### config.mk
export PLATFORM = sky130hd
export DESIGN_NAME = menu_select_ctrl_flat
export DESIGN_NICKNAME = d
export VERILOG_FILES = /design/src/rtl/menu_select_ctrl_if.sv /design/src/rtl/menu_select_ctrl.sv /design/src/flat_wrapper.sv
export SDC_FILE = /design/constraint.sdc
export NUM_CORES = 1
export LEC_CHECK = 0
export CORE_ASPECT_RATIO = 2
export CORE_UTILIZATION = 31
export CTS_BUF_LIST = sky130_fd_sc_hd__clkbuf_4
export CTS_CLUSTER_DIAMETER = 80
export DETAILED_ROUTE_END_ITERATION = 10
export PLACE_DENSITY_LB_ADDON = 0.15
export SLEW_MARGIN = 20
export SYNTH_ARGS = -nofsm -noshare
export SYNTH_HDL_FRONTEND = slang
export SYNTH_SLANG_ARGS = --single-unit
### constraint.sdc
create_clock -name clk -period 2.1 [get_ports clk]
set_clock_uncertainty 0.15 [all_clocks]
set_input_delay 0.21 -clock clk [delete_from_list [all_inputs] [get_ports clk]]
set_output_delay 0.21 -clock clk [all_outputs]
set_load 0.01 [all_outputs]
### src/rtl/menu_select_ctrl_if.sv
// Menu controller bus: cursor/button inputs, hover flags and the level-select handshake.
// master drives the cursor/menu side and level_ready; slave is the controller.
interface menu_select_ctrl_if;
    logic       menu_active;
    logic [9:0] mouse_x;
    logic [9:0] mouse_y;
    logic       mouse_left;
    logic [1:0] unlocked;
    logic       level_ready;
    logic       mouseInLevel1;
    logic       mouseInLevel2;
    logic       mouseInLevel3;
    logic [1:0] level_sel;
    logic       level_valid;

    modport master (
        output menu_active, mouse_x, mouse_y, mouse_left, unlocked, level_ready,
        input  mouseInLevel1, mouseInLevel2, mouseInLevel3, level_sel, level_valid
    );

    modport slave (
        input  menu_active, mouse_x, mouse_y, mouse_left, unlocked, level_ready,
        output mouseInLevel1, mouseInLevel2, mouseInLevel3, level_sel, level_valid
    );
endinterface

### src/rtl/menu_select_ctrl.sv
// Menu-screen input controller: registered hover flags, debounced click detection and level-select request.
// Optional macro LEVEL_LOCK_EN restricts selectable/highlighted buttons to those <= unlocked.
module menu_select_ctrl #(
    parameter int unsigned DEBOUNCE_CYCLES = 4,
    parameter int unsigned CNT_W           = 8
) (
    input logic               clk,
    input logic               rst,
    menu_select_ctrl_if.slave bus
);
    localparam int unsigned COORD_W = 10;
    localparam int unsigned N_BTN   = 3;

    localparam logic [COORD_W-1:0] X_LO  = COORD_W'(160);
    localparam logic [COORD_W-1:0] X_HI  = COORD_W'(480);
    localparam logic [COORD_W-1:0] Y1_LO = COORD_W'(80);
    localparam logic [COORD_W-1:0] Y1_HI = COORD_W'(140);
    localparam logic [COORD_W-1:0] Y2_LO = COORD_W'(200);
    localparam logic [COORD_W-1:0] Y2_HI = COORD_W'(260);
    localparam logic [COORD_W-1:0] Y3_LO = COORD_W'(320);
    localparam logic [COORD_W-1:0] Y3_HI = COORD_W'(380);

    localparam logic [CNT_W-1:0] CNT_LAST = CNT_W'(DEBOUNCE_CYCLES - 1);

    typedef enum logic [1:0] {
        ST_IDLE,
        ST_ARMED,
        ST_PRESSED,
        ST_REQ
    } state_e;

    state_e            state_q, state_d;
    logic [1:0]        sel_q, sel_d;
    logic [CNT_W-1:0]  cnt_q, cnt_d;
    logic              btn_db_q, btn_db_d;
    logic [N_BTN-1:0]  hover_q, hover_d;
    logic              valid_q, valid_d;
    logic [1:0]        level_sel_q, level_sel_d;

    logic              in_x_c;
    logic [N_BTN-1:0]  raw_hit_c;
    logic [N_BTN-1:0]  sel_en_c;
    logic [N_BTN-1:0]  hit_c;
    logic [1:0]        hit_idx_c;
    logic              sel_hit_c;
    logic              differ_c;
    logic              db_toggle_c;
    logic              db_rise_c;
    logic              db_fall_c;

    // Half-open button regions sharing one x span.
    always_comb begin
        in_x_c       = (bus.mouse_x >= X_LO) && (bus.mouse_x < X_HI);
        raw_hit_c[0] = in_x_c && (bus.mouse_y >= Y1_LO) && (bus.mouse_y < Y1_HI);
        raw_hit_c[1] = in_x_c && (bus.mouse_y >= Y2_LO) && (bus.mouse_y < Y2_HI);
        raw_hit_c[2] = in_x_c && (bus.mouse_y >= Y3_LO) && (bus.mouse_y < Y3_HI);
    end

`ifdef LEVEL_LOCK_EN
    logic [1:0] unl_eff_c;
    // unlocked=0 behaves as level 1 unlocked.
    always_comb begin
        unl_eff_c = (bus.unlocked == 2'd0) ? 2'd1 : bus.unlocked;
        sel_en_c  = {unl_eff_c == 2'd3, unl_eff_c >= 2'd2, 1'b1};
    end
`else
    logic unused_unlocked;
    assign unused_unlocked = ^bus.unlocked;
    assign sel_en_c        = {N_BTN{1'b1}};
`endif

    always_comb begin
        hit_c = raw_hit_c & sel_en_c;
        if (hit_c[0])      hit_idx_c = 2'd1;
        else if (hit_c[1]) hit_idx_c = 2'd2;
        else if (hit_c[2]) hit_idx_c = 2'd3;
        else               hit_idx_c = 2'd0;
        case (sel_q)
            2'd1:    sel_hit_c = hit_c[0];
            2'd2:    sel_hit_c = hit_c[1];
            2'd3:    sel_hit_c = hit_c[2];
            default: sel_hit_c = 1'b0;
        endcase
    end

    // Debounce: the new level must persist DEBOUNCE_CYCLES samples before it is taken.
    always_comb begin
        differ_c    = (bus.mouse_left != btn_db_q);
        db_toggle_c = differ_c && (cnt_q == CNT_LAST);
        cnt_d       = (differ_c && !db_toggle_c) ? cnt_q + CNT_W'(1) : '0;
        btn_db_d    = btn_db_q ^ db_toggle_c;
        db_rise_c   = db_toggle_c && !btn_db_q;
        db_fall_c   = db_toggle_c && btn_db_q;
    end

    // Click FSM next-state and registered-output values.
    always_comb begin
        state_d     = state_q;
        sel_d       = sel_q;
        hover_d     = hit_c & {N_BTN{bus.menu_active}};
        valid_d     = 1'b0;
        level_sel_d = 2'd0;

        case (state_q)
            ST_IDLE: begin
                if (bus.menu_active && !btn_db_q) state_d = ST_ARMED;
            end
            ST_ARMED: begin
                if (!bus.menu_active) begin
                    state_d = ST_IDLE;
                end else if (db_rise_c && (hit_idx_c != 2'd0)) begin
                    sel_d   = hit_idx_c;
                    state_d = ST_PRESSED;
                end
            end
            ST_PRESSED: begin
                if (!bus.menu_active) begin
                    state_d = ST_IDLE;
                end else if (db_fall_c) begin
                    state_d = sel_hit_c ? ST_REQ : ST_ARMED;
                end
            end
            ST_REQ: begin
                // A pending request survives menu exit; only the handshake retires it.
                if (valid_q && bus.level_ready) state_d = ST_IDLE;
            end
            default: state_d = ST_IDLE;
        endcase

        if (state_d == ST_REQ) begin
            valid_d     = 1'b1;
            level_sel_d = sel_d;
        end
    end

    always_ff @(posedge clk or posedge rst) begin
        if (rst) begin
            state_q     <= ST_IDLE;
            sel_q       <= 2'd0;
            cnt_q       <= '0;
            btn_db_q    <= 1'b0;
            hover_q     <= '0;
            valid_q     <= 1'b0;
            level_sel_q <= 2'd0;
        end else begin
            state_q     <= state_d;
            sel_q       <= sel_d;
            cnt_q       <= cnt_d;
            btn_db_q    <= btn_db_d;
            hover_q     <= hover_d;
            valid_q     <= valid_d;
            level_sel_q <= level_sel_d;
        end
    end

    assign bus.mouseInLevel1 = hover_q[0];
    assign bus.mouseInLevel2 = hover_q[1];
    assign bus.mouseInLevel3 = hover_q[2];
    assign bus.level_valid   = valid_q;
    assign bus.level_sel     = level_sel_q;

endmodule

### src/flat_wrapper.sv
// flat-port wrapper written by rule: the top's interface ports become plain ports
module menu_select_ctrl_flat 
#(
    parameter int unsigned DEBOUNCE_CYCLES = 4,
    parameter int unsigned CNT_W           = 8
)
  (clk, rst, bus_menu_active, bus_mouse_x, bus_mouse_y, bus_mouse_left, bus_unlocked, bus_level_ready, bus_mouseInLevel1, bus_mouseInLevel2, bus_mouseInLevel3, bus_level_sel, bus_level_valid);
  menu_select_ctrl_if bus_i ();
  input logic clk;
  input logic rst;
  input wire logic [$bits(bus_i.menu_active)-1:0] bus_menu_active;
  input wire logic [$bits(bus_i.mouse_x)-1:0] bus_mouse_x;
  input wire logic [$bits(bus_i.mouse_y)-1:0] bus_mouse_y;
  input wire logic [$bits(bus_i.mouse_left)-1:0] bus_mouse_left;
  input wire logic [$bits(bus_i.unlocked)-1:0] bus_unlocked;
  input wire logic [$bits(bus_i.level_ready)-1:0] bus_level_ready;
  output wire logic [$bits(bus_i.mouseInLevel1)-1:0] bus_mouseInLevel1;
  output wire logic [$bits(bus_i.mouseInLevel2)-1:0] bus_mouseInLevel2;
  output wire logic [$bits(bus_i.mouseInLevel3)-1:0] bus_mouseInLevel3;
  output wire logic [$bits(bus_i.level_sel)-1:0] bus_level_sel;
  output wire logic [$bits(bus_i.level_valid)-1:0] bus_level_valid;
  assign bus_i.menu_active = bus_menu_active;
  assign bus_i.mouse_x = bus_mouse_x;
  assign bus_i.mouse_y = bus_mouse_y;
  assign bus_i.mouse_left = bus_mouse_left;
  assign bus_i.unlocked = bus_unlocked;
  assign bus_i.level_ready = bus_level_ready;
  assign bus_mouseInLevel1 = bus_i.mouseInLevel1;
  assign bus_mouseInLevel2 = bus_i.mouseInLevel2;
  assign bus_mouseInLevel3 = bus_i.mouseInLevel3;
  assign bus_level_sel = bus_i.level_sel;
  assign bus_level_valid = bus_i.level_valid;
  menu_select_ctrl #(.DEBOUNCE_CYCLES(DEBOUNCE_CYCLES), .CNT_W(CNT_W)) u_core (.clk(clk), .rst(rst), .bus(bus_i));
endmodule
# Yosys cells after proc, flatten, opt, wreduce, memory -nomap -nowiden
# Cells that the tools add are included.
word_totals:
  reg_bits: 19
  mem_bits_rw: 0
  n_memories: 0
  output_inout_bits: 6
  latch_bits: 0
  rom_bits: 0
  wordCells: 63
op_classes:
  addsub: 1
  n_eq_ne: 9
  n_div: 0
  mul: 0
  bitwise_logic: 2
  n_shift: 0
  muxes: 18
  reduce_logical: 18
  n_lt_le_gt_ge: 8
ops:
  columns: ["op", "n"]
  rows:
  - ["10-bit by 9-bit less-than comparator with 1-bit output, second input constant", 3]
  - ["2-bit two-way mux", 14]
  - ["10-bit by 8-bit >= comparator with 1-bit output, second input constant", 2]
  - ["1-bit logical AND", 14]
  - ["2-bit == test, second input constant", 5]
  - ["10-bit by 7-bit >= comparator with 1-bit output, second input constant", 1]
  - ["10-bit by 9-bit >= comparator with 1-bit output, second input constant", 1]
  - ["10-bit by 8-bit less-than comparator with 1-bit output, second input constant", 1]
  - ["8-bit by 1-bit adder with 8-bit output, second input constant", 1]
  - ["8-bit by 2-bit == test with 1-bit output, second input constant", 1]
  - ["8-bit two-way mux", 1]
  - ["2-bit one-hot mux with 4 select lines", 1]
  - ["2-bit by 1-bit == test with 1-bit output, second input constant", 2]
  - ["3-bit AND", 1]
  - ["1-bit one-hot mux with 3 select lines", 1]
  - ["1-bit zero test", 2]
  - ["2-bit zero test", 1]
  - ["2-bit nonzero test", 1]
  - ["1-bit two-way mux", 1]
  - ["1-bit inequality test", 1]
  - ["1-bit XOR", 1]

# Longest topological paths before layout
# Gate-level depths: netlist (run 1).
logic_depth:
  depth_word: 14
  mapped_depth: 6
  depth_no_buf: 6

# Least setup slack after synthesis (run 1)
# No wires, ideal clock.
synth_timing:
  path_type: "register to register"
  startpoint: "register u_core.cnt_q[4]"
  endpoint: "register u_core.level_sel_q[0], in the netlist u_core.bus.level_sel[0]"
  path_slack_ps: -37
  stages_incl_launch_ff: 7
  t_arrival_ps: 1842
  period_less_slack_ps: 2137
  required_ps: 1805
  cell_sequence: "dfrtp_1 nor4_2 nand3_2 or3b_1 a31o_1 a2111oi_4 a211oi_2"
synth_via:
  elab_chain_len: 9
  elab_cells_between_ends: 15
  classes_between: "eq/ne: 2; mux: 9; reduce/logical: 4"
synth_lines:
  columns: ["item", "line_no", "rtl"]
  rows:
  - ["from (decl)", "menu_select_ctrl.sv:34", "logic [CNT_W-1:0] cnt_q, cnt_d;"]
  - ["from (signal assigned)", "menu_select_ctrl.sv:148", "cnt_q <= cnt_d;"]
  - ["8-bit by 2-bit == test with 1-bit output (*)", "menu_select_ctrl.sv:89", "db_toggle_c = differ_c && (cnt_q == CNT_LAST);"]
  - ["1-bit logical AND (*)", "menu_select_ctrl.sv:89", null]
  - ["1-bit logical AND", "menu_select_ctrl.sv:92", "db_rise_c = db_toggle_c && !btn_db_q;"]
  - ["1-bit logical AND", "menu_select_ctrl.sv:111", "end else if (db_rise_c && (hit_idx_c != 2'd0)) begin"]
  - ["2-bit two-way mux", "menu_select_ctrl.sv:111", null]
  - ["2-bit two-way mux", "menu_select_ctrl.sv:109", "if (!bus.menu_active) begin"]
  - ["2-bit one-hot mux with 4 select lines", "menu_select_ctrl.sv:104", "case (state_q)"]
  - ["2-bit == test", "menu_select_ctrl.sv:130", "if (state_d == ST_REQ) begin"]
  - ["2-bit two-way mux (*)", "menu_select_ctrl.sv:130", null]
  - ["named net u_core.level_sel_d[0]", "menu_select_ctrl.sv:38", "logic [1:0] level_sel_q, level_sel_d;"]
  - ["to (signal assigned)", "menu_select_ctrl.sv:152", "level_sel_q <= level_sel_d;"]
  - ["to (decl)", "menu_select_ctrl.sv:38", null]
# Mark *: on every way through the listed nets, which the timed path passes. The rest lies on a longest branch.

# Worst setup path in the final report (run 1)
layout_timing:
  startpoint: "register u_core.cnt_q[6]"
  endpoint: "register u_core.level_sel_q[1], in the netlist u_core.bus.level_sel[1]"
# The elaborated chain is that of the path after synthesis.

==> flow_summary_export.csv, run 1 <==
group,metric,value,unit
pwr,cellPowerDensity,617,nW/um^2
outcome,status,"finished, violations left",
logic_synthesis,yosysUniqueCellTypes,43,
worst_setup_path,crit_start,"u_core.cnt_q[6]",
logic_synthesis,synth_top_area_share,44.4,%
clocking,root_buffer,"clkbuf_4",
placement,hpwl,2.13,mm
outcome,violations,"setup timing",
placement,gp_congestion,0.832,
route,drt-vias-per-instance,5.34,
timing,min_period,2.13,ns
logic_synthesis,synth_area_leaders,"dfrtp_1, nor2_1, xor2_1",
grt,grt_pass1_wl,4.50,mm
logic_synthesis,yosysWarnings,0,
grt,grt_max_degree,20,
job,drv_cap,0,
clocking,hold_buffers,0,
worst_setup_path,r2r_cells,7,
logic_synthesis,syn-cell-area,1070,sq um
timing,grt_setup_unrepaired,"true",
worst_setup_path,endpoint,"u_core.bus.level_sel[1]",
route,drt_first_pass_iters,4,
logic_synthesis,synth.largest_area_cell,"dfrtp_1",
grt,grt_overflow,0,
route,wl,2.68,mm
logic_synthesis,ys_ff_latch,19,
grt,antenna_found_initial,0,
layout,drive_above_1_share,29.3,%
floorplan,die_area,3700,sq um
route,drcViolationCount,0,
worst_setup_path,required,2.15,ns
timing,setup_ws,-0.0262,ns
logic_synthesis,ys_seq_area_share,44.4,%
clocking,clockBufferDepth,2,
timing,fin_crit_sh,101,%
timing,fmax,470,MHz
floorplan,die_x,43.5,microns
logic_synthesis,syn_avg_cell_area,9.73,sq um
worst_setup_path,worstSetupEndpointType,"flop",
clocking,cts_tree,"built",
placement,dp.cells,189,
placement,portBuffers,23,
logic_synthesis,dominantRegCellSynth,"dfrtp_1",
grt,grt_pass1_vias,1125,
timing,setup_viol,2,
timing,slew_viol_final,0,
logic_synthesis,async_flop_share,100,%
route,drt-initial-drc-count,16,
worst_setup_path,rr_startpoint,"u_core.cnt_q[6]",
min_path,hold_class,"in2async",
clocking,clk_pin_slew,0.11,ns
layout,diodes,0,
floorplan,core.rowCount,29,
clocking,htreeDepth,1,
timing,finalHoldWorstSlack,0.0860,ns
floorplan,start_util,33.1,%
floorplan,fp.dieH,85.1,microns
logic_synthesis,synth_edf_count,0,
worst_setup_path,critPathKind,"reg2reg",
floorplan,io_pins,33,
timing,tightest_slew,0.313,ns
logic_synthesis,syn_inst,110,
clocking,clock_sinks,19,
worst_setup_path,reg2reg_to,"u_core.bus.level_sel[1]",
pwr,p_total,1.02,mW
worst_setup_path,slowest_stage,"dfrtp_1",
grt,grt_util_all_layers,15.9,%
pwr,p_leak,0.719,nW
layout,postLayoutCoreUtil,50.9,%
layout,flow.area_growth_from_synthesis,53.8,%
worst_setup_path,cp-start-kind,"flop",
logic_synthesis,syn_nets,138,
worst_setup_path,path_cells,"nor4_4 -> nand3_2 -> or3b_4 -> mux2i_1 -> a211oi_2 -> buf_4 -> a31oi_1",
floorplan,coreArea,3230,sq um
worst_setup_path,cpPeakStageDelay,0.42,ns
route,vias,1042,
worst_setup_path,arrival,2.18,ns
timing,finalHoldViolCount,0,
pwr,irDropWorstVdd,0.444,mV
layout,finalNonFillerCells,195,
worst_setup_path,r2r_slack,-0.03,ns
clocking,cts_buffers,3,
route,antenna_left,0,
layout,final_nets,193,
worst_setup_path,worst-path-max-fanout,3,
timing,slew_headroom,79.0,%
clocking,clock_latency,0.29,ns
layout,most-common-layout-cells,"buf_4, clkdlybuf4s50_1, dfrtp_1",
route,routedWlPerCell,13.7,microns
layout,final_common_cell,"buf_4",
worst max-delay path, delay by kind of cell (launching register included):
kind,cells,cell delay (ns)
AOI/OAI and AO/OA,2,0.26
buffers and inverters,1,0.17
DFF,1,0.42
muxes,1,0.21
and+or+nand+nor,3,0.84
how the worst min path moves through the flow:
stage               slack [ns]            start                         end  depth (start not counted)
floorplan                 0.01              rst  asynchronous set/reset pin                          1
global placement          0.37  u_core.cnt_q[0]             u_core.cnt_q[0]                          2
detailed placement        0.38  u_core.cnt_q[0]             u_core.cnt_q[0]                          2
CTS                       0.08              rst             u_core.cnt_q[6]                          3
global route               0.1              rst           u_core.state_q[1]                          3
finish                    0.09              rst             u_core.cnt_q[6]                          3
final cells by class:
type	instances	area (sq um)
inverter	4	15.0
sequential	19	475
fill	295	1580
clock buffer	4	30.0
tap	31	38.8
multi-input combinational	87	646
timing repair buffer	50	440
synthesized netlist by cell type, types with 3 or more instances:
master,instances
nand3_1,3
inv_1,4
and3_1,4
a21oi_1,3
dfrtp_1,19
nand2_1,11
a211oi_1,3
xor2_1,5
nor3_1,4
nor2_1,13
per-stage QoR:
stage	setup TNS (ns)	setup WS, ns	cell area, sq um
detailed placement	-1.22	-0.269	1530
finish	-0.0362	-0.0262	1650
floorplan	0	0.0159	1070
global placement	-1.15	-0.253	1530
global route	-0.331	-0.114	1650
CTS	-0.0514	-0.0479	1620
sequential cells by signal, summed over array words and instances, names as in the netlist, named ones only:
| register | cells |
|---|---|
| u_core.hover_q | 3 |
| u_core.cnt_q | 8 |
| u_core.bus.level_sel | 2 |
| u_core.bus.level_valid | 1 |
| u_core.sel_q | 2 |
| u_core.state_q | 2 |
cell families after synthesis:
| logic type | synth area share (%) |
|---|---|
| AOI/OAI and AO/OA | 18.7 |
| xor gates and xnor gates | 5.73 |
| adders and majority gates | 1.17 |
| buffers and inverters | 1.40 |
| DFF | 44.4 |
| muxes | 2.92 |
| and+or+nand+nor | 25.6 |
where the power goes:
part | switching [mW] | internal, mW | leakage (nW) | total [mW]
clock network | 0.105 | 0.0867 | 0.0184 | 0.192
registers | 0.0408 | 0.408 | 0.254 | 0.448
logic | 0.185 | 0.191 | 0.446 | 0.375
total | 0.331 | 0.685 | 0.719 | 1.02
what timing repair did:
item	CTS	global route
setup endpoints to repair	7	6
setup buffers	4	1
pin swaps	5	6
hold endpoints to repair	0	0
gates resized for setup	10	7
layer usage:
| metal | track usage [%] | share of wire (%) |
|---|---|---|
| met5 | 0 | 0 |
| met1 | 15.3 | 34 |
| met2 | 30.4 | 60 |
| met3 | 1.49 | 2.7 |
| met4 | 9.09 | 3.1 |
Power figures use the tool's default switching activity.
==> run 2, diff against run 1 <==
- TNS_END_PERCENT: unset -> 100
==> results of run 2 <==
Same layout as run 1: the final DEF is identical, and so are final timing and power.
==> run 3, diff against run 2 <==
- CAP_MARGIN: unset -> 40
- PLACE_DENSITY: unset -> 0.69
- PLACE_DENSITY_LB_ADDON: 0.15 -> unset
==> run 3 against run 2 <==
The run ends with DRC left. Critical path depth fell by 1. Routed wire length rose by 3.4%. Count of clock-buffer cells in the layout decreased by 1. Register-to-register slack gained 0.05 ns. Global-route usage is 1.1 points higher. First-iteration DRC count fell by 38%. Largest power group unchanged. Highest routed layer unchanged.
==> flow_summary_export.csv, run 3 (synthesized netlist as in run 1, its figures left out) <==
group,metric,value,unit
worst_setup_path,slowest_stage,"dfrtp_1",
pwr,switchingPower,0.337,mW
timing,fin_crit_sh,98.7,%
layout,final_area,1590,sq um
pwr,clkPwrFrac,20.5,%
placement,dp.cells,186,
outcome,violations,"DRC",
clocking,clk_pin_slew,0.12,ns
layout,area.sequential,475,sq um
layout,final_common_cell,"clkdlybuf4s50_1",
placement,portBuffers,23,
placement,pre_cts_ws,-0.143,ns
floorplan,fp.dieH,85.1,microns
timing,finalHoldViolCount,0,
layout,diodes,0,
grt,grt_max_degree,20,
worst_setup_path,critPathKind,"reg2reg",
pwr,p_sw_share,34.3,%
layout,nFillCells,305,
layout,top_register,"u_core.cnt_q",
route,drt_first_pass_iters,7,
worst_setup_path,cp-start-kind,"flop",
worst_setup_path,worst-path-max-fanout,3,
clocking,cts_buffers,3,
pwr,p_total,0.983,mW
pwr,p_leak,0.699,nW
route,routedWlPerCell,14.4,microns
job,drv_cap,0,
layout,drive_above_1_share,24.2,%
floorplan,coreArea,3230,sq um
outcome,status,"finished, violations left",
worst_setup_path,arrival,2.13,ns
clocking,clockBufferDepth,2,
grt,antenna_found_initial,0,
floorplan,die_x,43.5,microns
worst_setup_path,worstSetupEndpointType,"flop",
pwr,p_int,0.646,mW
timing,finalHoldWorstSlack,0.147,ns
route,vias,1040,
route,wl,2.77,mm
grt,grt_util_all_layers,17.0,%
route,drt-initial-drc-count,10,
timing,min_period,2.07,ns
clocking,clock_sinks,19,
worst_setup_path,path_cells,"nor4_4 -> nand3_2 -> or3b_4 -> a31o_1 -> a211oi_2 -> a21oi_1",
clocking,cts_tree,"built",
layout,flow.area_growth_from_synthesis,48.9,%
timing,setup_viol,0,
timing,fmax,483,MHz
route,antenna_left,0,
placement,gp_congestion,0.862,
timing,slew_headroom,51.3,%
layout,final_nets,190,
placement,hpwl,2.21,mm
clocking,root_buffer,"clkbuf_4",
layout,reg.largest.list,"u_core.cnt_q: 8 flops, u_core.hover_q: 3 flops",
layout,largest_register_ffs,8,
floorplan,core.rowCount,29,
placement,placed_area,1500,sq um
route,drt-vias-per-instance,5.42,
floorplan,die_area,3700,sq um
timing,setup_ws,0.0279,ns
pwr,irDropWorstVdd,0.348,mV
layout,multiInputGateArea,616,sq um
pwr,seqPwrFrac,46.2,%
timing,tightest_slew,0.730,ns
clocking,htreeDepth,1,
layout,most-common-layout-cells,"clkdlybuf4s50_1, buf_4, dfrtp_1",
grt,grt_overflow,0,
timing,slew_viol_final,0,
clocking,clock_latency,0.32,ns
floorplan,io_pins,33,
timing,grt_setup_unrepaired,"true",
worst_setup_path,cpPeakStageDelay,0.42,ns
layout,finalNonFillerCells,192,
grt,grt_pass1_vias,1147,
route,drcViolationCount,2,
min_path,hold_class,"in2async",
pwr,cellPowerDensity,617,nW/um^2
worst_setup_path,required,2.15,ns
floorplan,start_util,33.1,%
grt,grt_pass1_wl,4.75,mm
pwr,combinationalPowerShare,33.3,%
==> run 3: cell types whose count changed in the layout (fill, tap and decap cells not counted) <==
cell,previous run,this run
buf_4,25,22
a21oi_1,1,3
a21oi_2,2,0
a211oi_1,1,2
a211oi_2,3,2
a21boi_1,0,1
a21boi_4,1,0
clkbuf_4,4,3
clkinvlp_4,0,1
inv_1,3,4
inv_2,1,0
o2111ai_1,0,1
o2111ai_2,1,0
==> run 3: stage by stage <==
stage                     TNS, ns  util (%)
after detailed placement   -0.535      46.6
after global routing       -0.216      49.3
after floorplan                 0         -
after global placement     -0.400      46.6
after CTS                       0      48.4
final                           0      49.3
==> run 3: layout make-up <==
| class | instances | share of cell area [%] |
|---|---|---|
| clock buffers | 3 | 1.41 |
| flip-flops and latches | 19 | 29.9 |
| well taps | 31 | 2.44 |
| multi-input cells | 87 | 38.6 |
| repair buffers | 47 | 26.2 |
| inverters | 4 | 0.943 |
| clock inverters | 1 | 0.471 |
==> run 3: worst paths after layout <==
kind	from	slack [ns]	cells after the start	endpoint
setup / recovery	u_core.cnt_q[6]	0.03	6	u_core.bus.level_valid
hold / removal	rst	0.15	2	u_core.bus.level_sel[1]
setup reg to reg	u_core.cnt_q[6]	0.03	6	u_core.bus.level_valid
hold reg to reg	u_core.cnt_q[0]	0.41	2	u_core.cnt_q[0]
max in group asynchronous	rst	1.20	2	u_core.bus.level_valid
min in group clk	u_core.cnt_q[0]	0.41	2	u_core.cnt_q[0]
==> run 3: critical path, delay by kind of cell, from the launching register on <==
kind	cells	cell delay, ns
simple gates	3	0.86
compound gates	3	0.52
flops	1	0.42
==> run 3: power by group through the flow <==
stage | Clock, mW | Sequential [mW] | Combinational (mW)
finish | 0.202 | 0.454 | 0.327
CTS | 0.207 | 0.451 | 0.308
floorplan | 0 | 0.452 | 0.147
global placement | 0 | 0.452 | 0.282
detailed placement | 0 | 0.459 | 0.297
global route | 0.216 | 0.461 | 0.362
==> run 3: metal layers <==
layer	vias up	routed length (microns)	track usage, %
met2	27	1640	32.8
met5	-	0	0
li1	507	-	-
met1	496	954	15.1
met4	0	108	11.4
met3	10	64	1.70
==> run 3: what timing repair did <==
action,CTS,global route
resized for setup,6,4
hold buffers,0,0
pin swaps,6,5
setup endpoints to repair,6,6
buffers inserted,1,1
